--- src/rtl/conware_gen_scheduler.sv ---
// Game-of-Life generation sequencer: loads a seed board, offers each board to the
// output stage over valid/ready, waits a frame period, then steps the engine once.
module conware_gen_scheduler #(
  parameter int unsigned WIDTH  = 4,
  parameter int unsigned HEIGHT = 4,
  parameter int unsigned CWIDTH = 32
) (
  input  logic                      clk,
  input  logic                      rst,
  input  logic                      start,
  input  logic                      stop,
  input  logic [CWIDTH-1:0]         gen_limit,
  input  logic [CWIDTH-1:0]         frame_period,
  input  logic [WIDTH*HEIGHT-1:0]   seed_data,
  output logic [WIDTH*HEIGHT-1:0]   eng_board_in,
  output logic                      eng_start,
  input  logic                      eng_done,
  input  logic [WIDTH*HEIGHT-1:0]   eng_board_out,
  output logic [WIDTH*HEIGHT-1:0]   out_data,
  output logic                      out_valid,
  input  logic                      out_ready,
  output logic                      busy,
  output logic [CWIDTH-1:0]         gen_count,
  output logic                      done
);

  localparam int unsigned CELLS = WIDTH * HEIGHT;

  typedef enum logic [2:0] {
    S_IDLE,
    S_LOAD,
    S_EMIT,
    S_HOLD,
    S_COMPUTE
  } state_e;

  state_e             state_q, state_d;
  logic [CELLS-1:0]   board_q, board_d;
  logic [CWIDTH-1:0]  gen_count_q, gen_count_d;
  logic [CWIDTH-1:0]  period_q, period_d;
  logic               eng_start_q, eng_start_d;
  logic               done_q, done_d;
  logic               stop_seen_q, stop_seen_d;

  always_ff @(posedge clk or posedge rst) begin
    if (rst) begin
      state_q     <= S_IDLE;
      board_q     <= '0;
      gen_count_q <= '0;
      period_q    <= '0;
      eng_start_q <= 1'b0;
      done_q      <= 1'b0;
      stop_seen_q <= 1'b0;
    end else begin
      state_q     <= state_d;
      board_q     <= board_d;
      gen_count_q <= gen_count_d;
      period_q    <= period_d;
      eng_start_q <= eng_start_d;
      done_q      <= done_d;
      stop_seen_q <= stop_seen_d;
    end
  end

  always_comb begin
    state_d     = state_q;
    board_d     = board_q;
    gen_count_d = gen_count_q;
    period_d    = period_q;
    eng_start_d = 1'b0;
    done_d      = 1'b0;
    stop_seen_d = stop_seen_q;

    case (state_q)
      S_IDLE: begin
        if (start && !stop) begin
          state_d = S_LOAD;
        end
      end

      S_LOAD: begin
        board_d     = seed_data;
        gen_count_d = '0;
        state_d     = S_EMIT;
      end

      S_EMIT: begin
        if (out_ready) begin
          if (stop || ((gen_limit != '0) && (gen_count_q == gen_limit))) begin
            state_d = S_IDLE;
            done_d  = 1'b1;
          end else begin
            state_d  = S_HOLD;
            period_d = (frame_period == '0) ? CWIDTH'(1) : frame_period;
          end
        end
      end

      S_HOLD: begin
        period_d = period_q - CWIDTH'(1);
        if (stop) begin
          state_d = S_IDLE;
          done_d  = 1'b1;
        end else if (period_q == CWIDTH'(1)) begin
          state_d     = S_COMPUTE;
          eng_start_d = 1'b1;
          stop_seen_d = 1'b0;
        end
      end

      // A stop here is latched and honoured only once the engine finishes.
      S_COMPUTE: begin
        if (stop) begin
          stop_seen_d = 1'b1;
        end
        if (eng_done) begin
          board_d     = eng_board_out;
          gen_count_d = gen_count_q + CWIDTH'(1);
          if (stop_seen_q || stop) begin
            state_d = S_IDLE;
            done_d  = 1'b1;
          end else begin
            state_d = S_EMIT;
          end
        end
      end

      default: begin
        state_d = S_IDLE;
      end
    endcase
  end

  assign eng_board_in = board_q;
  assign out_data     = board_q;
  assign out_valid    = (state_q == S_EMIT);
  assign busy         = (state_q != S_IDLE);
  assign eng_start    = eng_start_q;
  assign gen_count    = gen_count_q;
  assign done         = done_q;

endmodule

--- config.mk ---
export PLATFORM = sky130hd
export DESIGN_NAME = conware_gen_scheduler
export DESIGN_NICKNAME = d
export VERILOG_FILES = /design/src/rtl/conware_gen_scheduler.sv
export SDC_FILE = /design/constraint.sdc
export NUM_CORES = 1
export LEC_CHECK = 0
export CAP_MARGIN = 20
export CORE_MARGIN = 4
export CORE_UTILIZATION = 43
export CTS_CLUSTER_SIZE = 28
export DETAILED_ROUTE_END_ITERATION = 8
export GPL_TIMING_DRIVEN = 0
export PLACE_DENSITY = 0.78
export RECOVER_POWER = 50
export SETUP_SLACK_MARGIN = 0.02
export SLEW_MARGIN = 0
export SYNTH_ARGS = -nofsm -noshare
export SYNTH_HDL_FRONTEND = slang
export SYNTH_SLANG_ARGS = --single-unit
--- constraint.sdc ---
create_clock -name clk -period 2.3 [get_ports clk]
set_clock_uncertainty 0.1 [all_clocks]
set_input_delay 0.23 -clock clk [delete_from_list [all_inputs] [get_ports clk]]
set_output_delay 0.23 -clock clk [all_outputs]
set_load 0.1 [all_outputs]
==> results of run 1 <==
==> critical path, delay by kind of cell, from the launching register on <==
family | cells | cell delay (ns)
flops | 1 | 0.40
compound gates | 2 | 0.28
simple gates | 4 | 1.71
==> Yosys cell counts (4+ instances only) <==
cell type / instances
a21oi_1: 26
buf_4: 16
xor2_1: 31
clkbuf_1: 21
nand2_1: 38
nor3_1: 12
nand4_1: 26
xnor2_1: 45
nor4_1: 30
nand3_1: 23
nor2_1: 69
and3_1: 11
o21ai_0: 10
a31oi_1: 10
buf_2: 5
nand2b_1: 4
and4_1: 7
mux2i_1: 19
or3_1: 4
dfrtp_1: 86
inv_1: 16
o221a_2: 20
==> worst paths after layout <==
path / startpoint / endpoint / depth (start not counted)
worst max-delay path: period_q[18] / period_q[28] / 6
worst min register to register: period_q[28] / period_q[28] / 1
min in group clk: stop / eng_start / 2
worst max register to register: period_q[18] / period_q[28] / 6
worst min-delay path: rst / gen_count[24] / 2
max in group asynchronous: rst / gen_count[3] / 4
==> flip-flops by register name, indices dropped and copies added (netlist names) <==
register / cells
period_q: 32
state_q: 3
stop_seen_q: 1
eng_start: 1
done: 1
eng_board_in: 16
gen_count: 32
==> logic make-up after synthesis <==
kind of cell               Yosys count  synth area share (%)
DFF                                 86                 40.39
and+or+nand+nor                    246                 24.33
adders and majority gates            3                0.7046
AOI/OAI and AO/OA                   89                 12.68
buffers and inverters               61                 5.824
xor gates and xnor gates            76                 12.49
muxes                               19                 3.570
==> metal layers <==
metal / GRT usage, % / wire length (um) / vias to the layer above
met5: 0 / 0 / -
met4: 6.800 / 469 / 0
met3: 6.838 / 1180 / 42
met2: 41.33 / 9198 / 231
met1: 31.34 / 7519 / 2689
li1: - / - / 2548
==> stage by stage <==
step	utilization [%]	total power [mW]	setup WS [ns]	TNS, ns
after floorplan	-	6.343	-0.1894	-2.470
after global placement	62.74	7.535	-0.6924	-32.04
after detailed placement	63.30	7.651	-0.7365	-25.05
after CTS	69.44	9.339	-0.2786	-2.410
after global routing	71.13	9.905	-0.3173	-7.418
final	71.13	9.510	-0.2763	-4.259
==> cell type report <==
type                            count  area (um^2)  share of cell area (%)
Inverter                           16        61.31                  0.7146
Tap cell                          168        210.2                   2.450
Buffer                             41        272.8                   3.179
Clock buffer                       13        250.2                   2.917
Clock inverter                      3        46.29                  0.5396
Sequential cell                    86         2272                   26.48
Timing Repair Buffer              210         1902                   22.17
Multi-Input combinational cell    434         3565                   41.55
==> where the power goes <==
group | internal [mW] | switching (mW)
Combinational | 1.81 | 3.71
Sequential | 1.93 | 0.543
Clock | 0.876 | 0.630
==> timing repair <==
action,CTS,global route
gates resized for setup,105,62
buffers inserted,22,16
endpoints found under the setup margin,104,70
hold buffers,0,0
pin swaps,21,18
gates cloned,1,2
==> qor.csv, run 1 <==
metric,value,unit
number of synthesis warnings,0,
GRT Total Usage,24.67,%
Leak,3.325,nW
Final period util,112.0,%
Final min period,2.576,ns
die area,14230,um^2
layout cells sized above 1,27.15,%
GR Overflow Total,0,
H-tree depth,3,
Routed Antenna Nets,0,
global-route wire length before repair,28390,um
residual DRC count,0,
number of port buffers,168,
max-slew violations,0,
post-synth top area share,40.39,%
Critical Path AT,2.73,ns
Mapped Area,5328,um^2
vias,5510,
final setup margin,-0.2763,ns
Reg2Reg Setup Slack,-0.28,ns
placed insts,919,
crit-path max FO,4,
post-synthesis sequential area ratio,40.39,%
DRT iter0 DRCs,420,
syn_nets,685,
CP required,2.46,ns
WS Path Type,flop to flop,
"slowest stage delay, CP",0.56,ns
slowest CP cell,or4_4,
pwr dens,1108,nW/um^2
Async SR Flop Fraction,100.0,%
CTS tree,yes,
failing checks,negative setup slack,
RSZ-0062 raised after global routing,yes,
Critical Path End Type,flop,
Seq cells post-synth,86,
CP startpoint kind,flop,
die height,119.3,um
routed len/inst,18.92,um
worst min-delay path category,primary input to async pin,
largest net degree at the start of global routing,39,
CTS buffer count,9,
largest area contributor in the netlist,dfrtp_1,
distinct cell type count of the synthesized netlist,54,
Layout fillers,871,
clock tree buffer depth,2,
crit-path most repeated cell,or4b_4,
Area Overhead vs Synth,61.04,%
Worst Tran Pin Value,1.197,ns
Avg Vias per Cell,5.675,
Max VDD drop,1.144,mV
Chip Width,119.3,um
Non-Filler Instances,971,
highest achievable clock rate,388.2,MHz
final WL,18370,um
MaxCap Viol Count,0,
I/O pin count,170,
routability-driven placement congestion ratio,0.8904,
Row Count,40,
CTS Sinks,86,
Clock Tree Root,clkbuf_16,
Clock transition at path regs,0.07,ns
vias in the first global route,5459,
Post-synth EDFFs,0,
post-synthesis average cell area,9.186,um^2
endpoints failing hold,0,
"most common cell after layout, fill and taps aside",clkdlybuf4s50_1,
initial antenna violation count,0,
fin nets,903,
main area contributors after synthesis,"dfrtp_1 40%, xnor2_1 7.4%, xor2_1 5.1%",
crit-path cells,or4_4 -> or4b_4 -> or4b_4 -> nand2_2 -> a31oi_2 -> a221oi_2,
worst hold slack,0.1060,ns
starting density of the core,44.17,%
Core Area,12060,um^2
post-DP HPWL,12560,um
status,"complete, but fails checks",
final setup fails,31,
top_reg_cell synth,dfrtp_1,
highest-count cells in the layout ignoring fill and taps,"112 x clkdlybuf4s50_1, 65 x nor2_1, 54 x dfrtp_1",
"Cell Area, Placed",7635,um^2
Worst-Skew Late Latency,0.36,ns
Pre-antenna DRT Iters,5,
Slew HR,20.53,%
# diodes,0,
Finished Cell Area,8579,um^2
post-synthesis cell count,580,
Note: power is estimated with default switching activity, not from simulation.
==> run 2, diff against run 1 <==
RECOVER_POWER = 25   (was 50)
==> qor.csv, run 2 (synthesis results as in run 1) <==
metric,value,unit,change
Critical Path AT,2.73,ns,about the same
starting density of the core,44.17,%,unchanged
WS Path Type,flop to flop,,
Final min period,2.573,ns,-0.002853 ns
post-DP HPWL,12560,um,unchanged
"slowest stage delay, CP",0.55,ns,about the same
Pre-antenna DRT Iters,5,,unchanged
Total Neg Setup Slack,-4.464,ns,-0.2051 ns
Finished Cell Area,8701,um^2,+1.4%
max-slew violations,0,,unchanged
Final period util,111.9,%,-0.12 points
residual DRC count,0,,unchanged
Post-Route Utilization,72.14,%,+1.0 points
Sw Pwr,4.897,mW,+0.24%
Chip Width,119.3,um,unchanged
global-route wire length before repair,28390,um,unchanged
slowest CP cell,or4_4,,
Leak,3.483,nW,+4.8%
Internal,4.648,mW,+0.48%
number of port buffers,168,,unchanged
failing checks,negative setup slack,,
final setup fails,32,,+3.2%
routability-driven placement congestion ratio,0.8904,,unchanged
layout cells sized above 1,27.15,%,unchanged
Row Count,40,,unchanged
crit-path cells,or4_4 -> or4b_4 -> or4b_4 -> nand2_2 -> a31oi_2 -> a221oi_2,,
MaxCap Viol Count,0,,unchanged
highest-count cells in the layout ignoring fill and taps,"112 x clkdlybuf4s50_1, 65 x nor2_1, 54 x dfrtp_1",,
"Cell Area, Placed",7635,um^2,unchanged
routed len/inst,18.96,um,+0.23%
Worst path top cell family by delay,simple AND/OR/NAND/NOR gates,,
Worst-Skew Late Latency,0.36,ns,about the same
GRT Total Usage,24.67,%,unchanged
I/O pin count,170,,unchanged
Worst Tran Pin Value,1.018,ns,-0.1797 ns
GR Overflow Total,0,,unchanged
"most common cell after layout, fill and taps aside",clkdlybuf4s50_1,,
pre-CTS WS,-0.7365,ns,unchanged
die area,14230,um^2,unchanged
Avg Vias per Cell,5.685,,+0.18%
CTS Sinks,86,,unchanged
CTS tree,yes,,
DRT iter0 DRCs,512,,+22%
clock tree buffer depth,2,,unchanged
Critical Path End Type,flop,,
highest achievable clock rate,388.6,MHz,+0.11%
crit-path most repeated cell,or4b_4,,
Max VDD drop,1.145,mV,about the same
status,"complete, but fails checks",,
RSZ-0062 raised after global routing,yes,,
die height,119.3,um,unchanged
largest net degree at the start of global routing,39,,unchanged
initial antenna violation count,0,,unchanged
final WL,18410,um,+0.23%
Core Area,12060,um^2,unchanged
Final Power,9.544,mW,+0.36%
Sequential cell area,2272,um^2,unchanged
Clock Tree Root,clkbuf_16,,
final setup margin,-0.2734,ns,+0.002853 ns
Clock transition at path regs,0.06,ns,about the same
CP startpoint kind,flop,,
Area Overhead vs Synth,63.32,%,
endpoints failing hold,0,,unchanged
H-tree depth,3,,unchanged
Layout fillers,852,,-2.2%
vias,5520,,+0.18%
fin nets,903,,unchanged
Routed Antenna Nets,0,,unchanged
CTS buffer count,9,,unchanged
Clock power frac,15.8,%,about the same
vias in the first global route,5459,,unchanged
# diodes,0,,unchanged
crit-path max FO,4,,unchanged
worst min-delay path category,primary input to async pin,,
Slew HR,32.44,%,+12 points
area of the multi-input gates,3577,um^2,+0.35%
CP bufs+invs,0,,unchanged
combinational share of power,58.3,%,+0.2 points
share of total power in sequential cells,26.0,%,about the same
Net Sw Frac,51.31,%,-0.059 points
pwr dens,1097,nW/um^2,-1.0%
CP required,2.46,ns,about the same
## run 2: worst register-to-register path, delay by kind of cell, from the launching register on
| kind | cells | cell delay (ns) |
|---|---|---|
| and+or+nand+nor | 4 | 1.71 |
| AOI/OAI and AO/OA | 2 | 0.28 |
| DFF | 1 | 0.40 |
## run 2: metal layers
metal | vias up | global-route usage, % | share of wire [%]
li1 | 2543 | - | -
met1 | 2698 | 31.34 | 41
met2 | 232 | 41.33 | 50
met3 | 47 | 6.838 | 6.5
met4 | 0 | 6.800 | 2.8
met5 | - | 0 | 0
## run 2: path summary, 6_finish.rpt
check                              from       endpoint  cells past startpoint  slack (ns)
max in group asynchronous           rst  gen_count[19]                      4        0.24
max reg2reg                period_q[18]   period_q[28]                      6       -0.27
min reg2reg                period_q[28]   period_q[28]                      1        0.42
min in group clk                   stop      eng_start                      2        0.23
min                                 rst  gen_count[24]                      2        0.11
max                        period_q[18]   period_q[28]                      6       -0.27
## run 2: power groups by stage
stage	clock (mW)	combinational, mW	sequential, mW
final	1.51	5.56	2.48
after global routing	1.59	5.82	2.52
after CTS	1.52	5.41	2.41
after detailed placement	0	5.24	2.41
after global placement	0	5.14	2.39
after floorplan	0	2.96	3.38
## run 2: cell type report
| type | instances | area share, % |
|---|---|---|
| Multi-Input combinational cell | 434 | 41.11 |
| Sequential cell | 86 | 26.11 |
| Timing Repair Buffer | 210 | 23.11 |
| Buffer | 41 | 3.135 |
| Clock buffer | 13 | 2.876 |
| Tap cell | 168 | 2.416 |
| Inverter | 16 | 0.7046 |
| Clock inverter | 3 | 0.5321 |
## run 2: what timing repair did
action	in CTS	in global routing
cloned	1	2
setup endpoints to repair	104	70
pin swaps	21	18
buffers inserted	22	16
gates resized for setup	105	62
hold buffers	0	0
## run 2: through the flow
stage	hold slack (ns)	instances
final	0.1055	971
after global routing	0.1224	971
after CTS	0.001124	957
after detailed placement	0.3807	919
after global placement	0.3716	916
after floorplan	0.2542	580
